File: src/rtl/disp_scan_ctrl_if.sv
// Key-entry handshake between the keypad scanner (master) and the display scan controller (slave).
// A key transfers on the rising clock edge where key_valid and key_ready are both high.
interface disp_scan_ctrl_if;
    logic       key_valid;
    logic [3:0] key_code;
    logic       key_ready;

    modport master (output key_valid, output key_code, input key_ready);
    modport slave  (input key_valid, input key_code, output key_ready);
endinterface

File: src/rtl/disp_scan_ctrl.sv
// Time-multiplexed scan of an NDIG-digit shift buffer onto one shared 7-segment decoder,
// with a blanking gap at the start of every digit slot. Keys are only taken during the gap.
module disp_scan_ctrl #(
    parameter int NDIG         = 4,
    parameter int REFRESH_DIV  = 50000,
    parameter int BLANK_CYCLES = 2,
    localparam int IDX_W = $clog2(NDIG),
    localparam int CNT_W = $clog2(REFRESH_DIV),
    localparam int NUM_W = $clog2(NDIG + 1)
) (
    input  logic                i_clk,
    input  logic                i_reset,
    disp_scan_ctrl_if.slave     key_if,
    input  logic                i_clr,
    output logic [3:0]          o_digit_code,
    output logic [NDIG-1:0]     o_digit_sel,
    output logic [IDX_W-1:0]    o_digit_idx,
    output logic                o_full,
    output logic                o_ovf,
    output logic                o_state
);
    typedef enum logic {ST_GAP = 1'b0, ST_ON = 1'b1} state_t;

    state_t           r_state;
    state_t           w_next_state;
    logic [CNT_W-1:0] r_cnt;
    logic [IDX_W-1:0] r_idx;
    logic [3:0]       r_buf [NDIG];
    logic [NUM_W-1:0] r_count;
    logic             r_ovf;

    logic w_slot_end;
    logic w_ready;
    logic w_accept;
    logic w_full;

    assign w_slot_end = (r_cnt == CNT_W'(REFRESH_DIV - 1));
    assign w_full     = (r_count == NUM_W'(NDIG));
    // Ready only in the gap, so the buffer never changes under a lit digit.
    assign w_ready    = (r_state == ST_GAP) & ~i_clr & ~i_reset;
    assign w_accept   = key_if.key_valid & w_ready;

    assign key_if.key_ready = w_ready;
    assign o_digit_idx      = r_idx;
    assign o_full           = w_full;
    assign o_ovf            = r_ovf;
    assign o_state          = r_state;

    always_comb begin
        w_next_state = r_state;
        o_digit_sel  = '1;
        o_digit_code = '0;
        case (r_state)
            ST_GAP: begin
                if (r_cnt == CNT_W'(BLANK_CYCLES - 1)) w_next_state = ST_ON;
            end
            ST_ON: begin
                o_digit_sel[r_idx] = 1'b0;
                o_digit_code       = r_buf[r_idx];
                if (w_slot_end) w_next_state = ST_GAP;
            end
            default: w_next_state = ST_GAP;
        endcase
    end

    always_ff @(posedge i_clk) begin
        if (i_reset) begin
            r_state <= ST_GAP;
            r_cnt   <= '0;
            r_idx   <= '0;
            r_count <= '0;
            r_ovf   <= 1'b0;
            for (int i = 0; i < NDIG; i++) r_buf[i] <= '0;
        end else begin
            r_state <= w_next_state;
            if (w_slot_end) begin
                r_cnt <= '0;
                r_idx <= (r_idx == IDX_W'(NDIG - 1)) ? '0 : r_idx + IDX_W'(1);
            end else begin
                r_cnt <= r_cnt + CNT_W'(1);
            end

            if (i_clr) begin
                r_count <= '0;
                r_ovf   <= 1'b0;
                for (int i = 0; i < NDIG; i++) r_buf[i] <= '0;
            end else begin
                r_ovf <= w_accept & w_full;
                if (w_accept) begin
                    // Digit 0 is rightmost; the oldest digit falls off the left end.
                    r_buf[0] <= key_if.key_code;
                    for (int i = 1; i < NDIG; i++) r_buf[i] <= r_buf[i-1];
                    if (!w_full) r_count <= r_count + NUM_W'(1);
                end
            end
        end
    end
endmodule

File: src/flat_wrapper.sv
// flat-port wrapper written by rule: the top's interface ports become plain ports
module disp_scan_ctrl_flat 
#(
    parameter int NDIG         = 4,
    parameter int REFRESH_DIV  = 50000,
    parameter int BLANK_CYCLES = 2,
    localparam int IDX_W = $clog2(NDIG),
    localparam int CNT_W = $clog2(REFRESH_DIV),
    localparam int NUM_W = $clog2(NDIG + 1)
)
  (i_clk, i_reset, i_clr, o_digit_code, o_digit_sel, o_digit_idx, o_full, o_ovf, o_state, key_if_key_valid, key_if_key_code, key_if_key_ready);
  disp_scan_ctrl_if key_if_i ();
  input  logic i_clk;
  input  logic i_reset;
  input  logic i_clr;
  output logic [3:0] o_digit_code;
  output logic [NDIG-1:0] o_digit_sel;
  output logic [IDX_W-1:0] o_digit_idx;
  output logic o_full;
  output logic o_ovf;
  output logic o_state;
  input wire logic [$bits(key_if_i.key_valid)-1:0] key_if_key_valid;
  input wire logic [$bits(key_if_i.key_code)-1:0] key_if_key_code;
  output wire logic [$bits(key_if_i.key_ready)-1:0] key_if_key_ready;
  assign key_if_i.key_valid = key_if_key_valid;
  assign key_if_i.key_code = key_if_key_code;
  assign key_if_key_ready = key_if_i.key_ready;
  disp_scan_ctrl #(.NDIG(NDIG), .REFRESH_DIV(REFRESH_DIV), .BLANK_CYCLES(BLANK_CYCLES)) u_core (.i_clk(i_clk), .i_reset(i_reset), .key_if(key_if_i), .i_clr(i_clr), .o_digit_code(o_digit_code), .o_digit_sel(o_digit_sel), .o_digit_idx(o_digit_idx), .o_full(o_full), .o_ovf(o_ovf), .o_state(o_state));
endmodule
File: config.mk
export PLATFORM = sky130hd
export DESIGN_NAME = disp_scan_ctrl_flat
export DESIGN_NICKNAME = d
export VERILOG_FILES = /design/src/rtl/disp_scan_ctrl_if.sv /design/src/rtl/disp_scan_ctrl.sv /design/src/flat_wrapper.sv
export SDC_FILE = /design/constraint.sdc
export NUM_CORES = 1
export LEC_CHECK = 0
export ABC_AREA = 1
export CORE_MARGIN = 1.5
export CORE_UTILIZATION = 60
export DETAILED_ROUTE_END_ITERATION = 10
export GPL_TIMING_DRIVEN = 0
export HOLD_SLACK_MARGIN = 0.02
export PLACE_DENSITY_LB_ADDON = 0.05
export SYNTH_ARGS = -nofsm -noshare
export SYNTH_HDL_FRONTEND = slang
export SYNTH_SLANG_ARGS = --single-unit
File: constraint.sdc
create_clock -name i_clk -period 2.6 [get_ports i_clk]
set_clock_uncertainty 0.2 [all_clocks]
set_input_delay 0.65 -clock i_clk [delete_from_list [all_inputs] [get_ports i_clk]]
set_output_delay 0.65 -clock i_clk [all_outputs]
set_load 0.005 [all_outputs]
# Word-level counts from Yosys, hierarchy flattened
# Memory sizes are Yosys's and may differ from the RTL's. A register that Yosys moved wholly into a read port is not among the register bits.
# Index checks and enable logic that the tools add are counted.
[word_totals]
regBits = 23
ram_bits = 16
input_bits = 8
output_inout_bits = 14
word_cells = 63
mem_count = 1
[mem_list]
columns = ["name", "words", "width", "rd", "rd_ports_with_merged_regs", "wr", "line", "text"]
rows = [
  ["u_core.r_buf", 4, 4, 4, 1, 4, "disp_scan_ctrl.sv:28", "logic [3:0] r_buf [NDIG];"],
]
[op_classes]
addsub = 3
order_cmp = 2
n_eq_ne = 4
muxes = 27
n_bitwise = 17
n_reduce_logical = 4
[ops]
columns = ["op", "n"]
rows = [
  ["4-bit 2-to-1 mux", 10],
  ["16-bit by 1-bit adder with 16-bit output (second input constant)", 1],
  ["16-bit by 1-bit == test with 1-bit output (second input constant)", 1],
  ["16-bit == test (second input constant)", 1],
  ["1-bit 2-to-1 mux", 12],
  ["1-bit OR", 8],
  ["2-bit 2-to-1 mux", 3],
  ["1-bit bitwise AND", 4],
  ["1-bit NOT", 4],
  ["4-bit NOT", 1],
  ["2-bit OR reduction", 2],
  ["3-bit by 1-bit adder with 3-bit output (second input constant)", 1],
  ["3-bit == test (second input constant)", 1],
  ["2-bit by 3-bit less-than comparator with 1-bit output (second input constant)", 1],
  ["2-bit by 1-bit adder with 2-bit output (second input constant)", 1],
  ["1-bit demux with 2-bit select", 1],
  ["2-bit == test (second input constant)", 1],
  ["2-bit by 1-bit >= comparator with 1-bit output (second input constant)", 1],
  ["1-bit case mux with 2 select lines", 1],
  ["2-bit AND reduction", 1],
  ["1-bit logical AND", 1],
]

# Depth between registers and ports, before layout
[depth]
ltp_word = 9
mapped_depth = 8
ltp_nobuf = 8

# Least setup slack after synthesis
# OpenSTA, ideal clock, no wires.
[synth_timing]
path_kind = "in2reg"
from = "in i_reset"
to = "mem u_core.r_buf[0][0], enable pin"
setup_time_ns = 0.329
arrival_ns = 1.437
required_ns = 2.071
path_slack_ns = 0.634
stages = 5
path_buffers = 2
path_cell_list = "nor2_2 nand3_1 buf_4 buf_6 nand2_1"
[synth_lines]
columns = ["element", "line", "text"]
rows = [
  ["start: declaration", "flat_wrapper.sv:14", "input logic i_reset;"],
  ["end: declaration", "disp_scan_ctrl.sv:28", ""],
]

# Worst setup path after layout
[layout_timing]
from = "reg u_core.r_idx[0] (netlist: u_core.o_digit_idx[0])"
to = "out o_digit_sel[2]"
[layout_between]
elab_chain_cells = 6
elab_cells_between_ends = 7
cone_classes = "order compare: 2; mux: 3; bitwise: 1; reduce/logical: 1"
[layout_lines]
columns = ["element", "line", "text"]
rows = [
  ["start: declaration", "disp_scan_ctrl.sv:27", "logic [IDX_W-1:0] r_idx;"],
  ["start signal: assignment", "disp_scan_ctrl.sv:78", "r_idx <= (r_idx == IDX_W'(NDIG - 1)) ? '0 : r_idx + IDX_W'(1);"],
  ["2-bit by 3-bit less-than comparator with 1-bit output (implied by the code) or 2-bit by 1-bit >= comparator with 1-bit output (tied branches)", "disp_scan_ctrl.sv:58", "o_digit_sel[r_idx] = 1'b0;"],
  ["1-bit logical AND (implied by the code)", "disp_scan_ctrl.sv:58", ""],
  ["1-bit 2-to-1 mux (implied by the code)", "disp_scan_ctrl.sv:58", ""],
  ["1-bit demux with 2-bit select *", "--", ""],
  ["4-bit NOT (no source line) *", "--", ""],
  ["4-bit 2-to-1 mux *", "disp_scan_ctrl.sv:53", "case (r_state)"],
  ["end: declaration", "flat_wrapper.sv:17", "output logic [NDIG-1:0] o_digit_sel;"],
]
# Every way passes the cells marked *; elsewhere a longest branch is shown, timed or not.

==> metrics <==
PortBufs=21; CP max stage delay=a little under 0.5 ns; Total GRT Usage=0.240; Worst-Margin Slew=~0.35 ns; Initial Util=0.621; Fillers=about 280; Die Width=between 60 and 70 um; post-synthesis instance total=roughly 260; initial drt markers=around 140; CP Capture Type=output port; grt met1 use=0.283; global-route track usage on met3=0.0798; largest net degree at the start of global routing=14; Power Density=456 mW/mm^2; row cnt=21; Final Slew Violations=0; clk root buf=clkbuf_4; Clock H-tree levels=2; via count=around 1700; fmax=about 400 MHz; Non-Filler Cell Area, Final=approximately 0.0024 mm^2; Num CTS Buffers=5; Yosys top cell area share=0.282; area of placed instances=0.00232 mm^2; Fin. Hold Viols=0; WS Path Type=reg2out; required time of the critical path=roughly 1.8 ns; CTS sink cnt=41; syn_nets=between 200 and 300; post-DP HPWL=2890 um; total design power=1090 uW; area of the mapped netlist=slightly above 0.002 mm^2; ys async rst share=0; endpoints failing setup=0; Synth Flop Type=dfxtp_1; crit path buf inv count=2; CTS tree=yes; CP cell instances=inv_1 -> ha_1 -> nand2_1 -> clkdlybuf4s50_1; Ys Warns=0; Synth area leaders=dfxtp_1 (28%), edfxtp_1 (18%), nand2_1 (7.9%); leakage=0.000957 uW; Min-Delay Path Class=reg2reg; post-synthesis cell type with the largest combined area=dfxtp_1; Startpoint Class=register; Die H=just over 60 um; area grow syn2layout=16.5%; Detailed Routing Iterations Pass 1=4; number of synthesized flops with an enable pin=12; DRC=0; met2 global-route usage=0.385; crit path time final=about 2.5 ns; Mean Syn Cell Area=7.88 um^2; routability cong.=around 0.88; CP top delay family=buffers and inverters; crit path DAT=approximately 1.6 ns; Slowest cell on crit path=clkdlybuf4s50_1; DRT antenna net count=0; # Post-CTS Setup Buffers=0; Inserted Diodes=0; worst rel slew slack=0.765; post-synthesis sequential area ratio=0.458; CP Max Fanout=6; RSZ-0062 raised after global routing=false; number of global-route vias before repair=around 1500; global-route wire length before repair=between 6000 and 7000 um; Routed WL=3890 um; initial antenna violation count=0; most common cell after layout, fill and taps aside=nand2_1; core area=between 0.003 and 0.004 mm^2; FF+latch count, synth=between 40 and 50; share of cells above drive strength 1=0.117; # IOs=22; worst skew pair latency=roughly 0.35 ns; Max clock buf depth=2; Distinct cells, synth=27; Vias/cell=about 5.1; DR WL/cell=around 12 um; final net count=between 300 and 400; Worst VDD drop=between 300 and 400 uV; most frequent cells in the layout=nand2_1 (43), inv_1 (40), nor2_1 (31); setup TNS after final layout=0 ns; Period Utilization, post-route=0.951; status=completed; Max-cap violations=0; Reg clk slew, reported paths=approximately 0.12 ns; die area=between 0.003 and 0.004 mm^2; gr busiest metal=met2; total grt overflow=0
==> state kept, by name (all words and copies together), names as in the netlist, named ones only <==
name / count
u_core.r_buf: 16
u_core.r_cnt: 16
u_core.r_count: 3
u_core.o_digit_idx: 2
u_core.o_ovf: 1
u_core.o_state: 1
==> worst min-delay path: stages (launching register included) <==
cell,delay [ns]
dfxtp_1,0.33
inv_1,0.07
a21oi_1,0.06
==> cells in the mapped netlist, types with 4 or more instances <==
cell / n
a21oi_1: 27
dfxtp_1: 29
edfxtp_1: 12
ha_1: 8
inv_1: 41
nand2_1: 43
nand3_1: 19
nand4_1: 6
nor2_1: 31
nor2_2: 12
o21ai_0: 11
xor2_1: 4
==> final timing paths <==
path / from / end / slack, ns / cells past startpoint
worst min register to register: u_core.r_count[1] / u_core.r_count[1] / 0.29 / 2
worst max register to register: u_core.o_state / u_core.r_buf[0][2] / 0.72 / 5
worst max-delay path: u_core.o_digit_idx[0] / o_digit_sel[2] / 0.13 / 4
worst min-delay path: u_core.r_count[1] / u_core.r_count[1] / 0.29 / 2
==> layout make-up <==
type	count	area, um^2	share of cell area
plain buffers	4	52.6	0.0219
well taps	46	57.6	0.0240
clock inverters	3	17.5	0.00731
inverters	42	158	0.0658
multi-input cells	174	915	0.382
repair buffers	21	210	0.0878
clock buffers	5	37.5	0.0157
flip-flops and latches	41	947	0.396
==> logic make-up after synthesis <==
kind of cell | synth area share
and+or+nand+nor | 0.270
buffers and inverters | 0.0974
DFF | 0.458
AOI/OAI and AO/OA | 0.101
adders and majority gates | 0.0487
xor gates and xnor gates | 0.0256
==> per-stage QoR <==
stage	setup WS (ns)	hold WS, ns	utilization	instances
floorplan	0.634	0.243	-	261
global placement	-0.108	0.258	0.702	328
detailed placement	-0.0996	0.275	0.702	328
CTS	0.00203	0.293	0.721	336
global route	0.0102	0.305	0.723	336
finish	0.126	0.292	0.723	336
==> report_power, final <==
group	switching, uW	internal, uW	leakage (uW)
sequential	13.7	676	0.000371
clock	209	103	0.0000326
combinational	49.7	41.4	0.000553
==> routing by layer <==
metal | share of wire | wire (um)
met1 | 0.44 | 1720
met2 | 0.48 | 1880
met3 | 0.034 | 134
met4 | 0.039 | 152
met5 | 0 | 0
==> what timing repair did <==
item | 4_1_cts | 5_1_grt
gates resized for setup | 11 | 3
setup endpoints to repair | 5 | 2
gates cloned | 0 | 0
pin swaps | 0 | 0
hold buffers | 0 | 0
(Power assumes the default switching activity.)
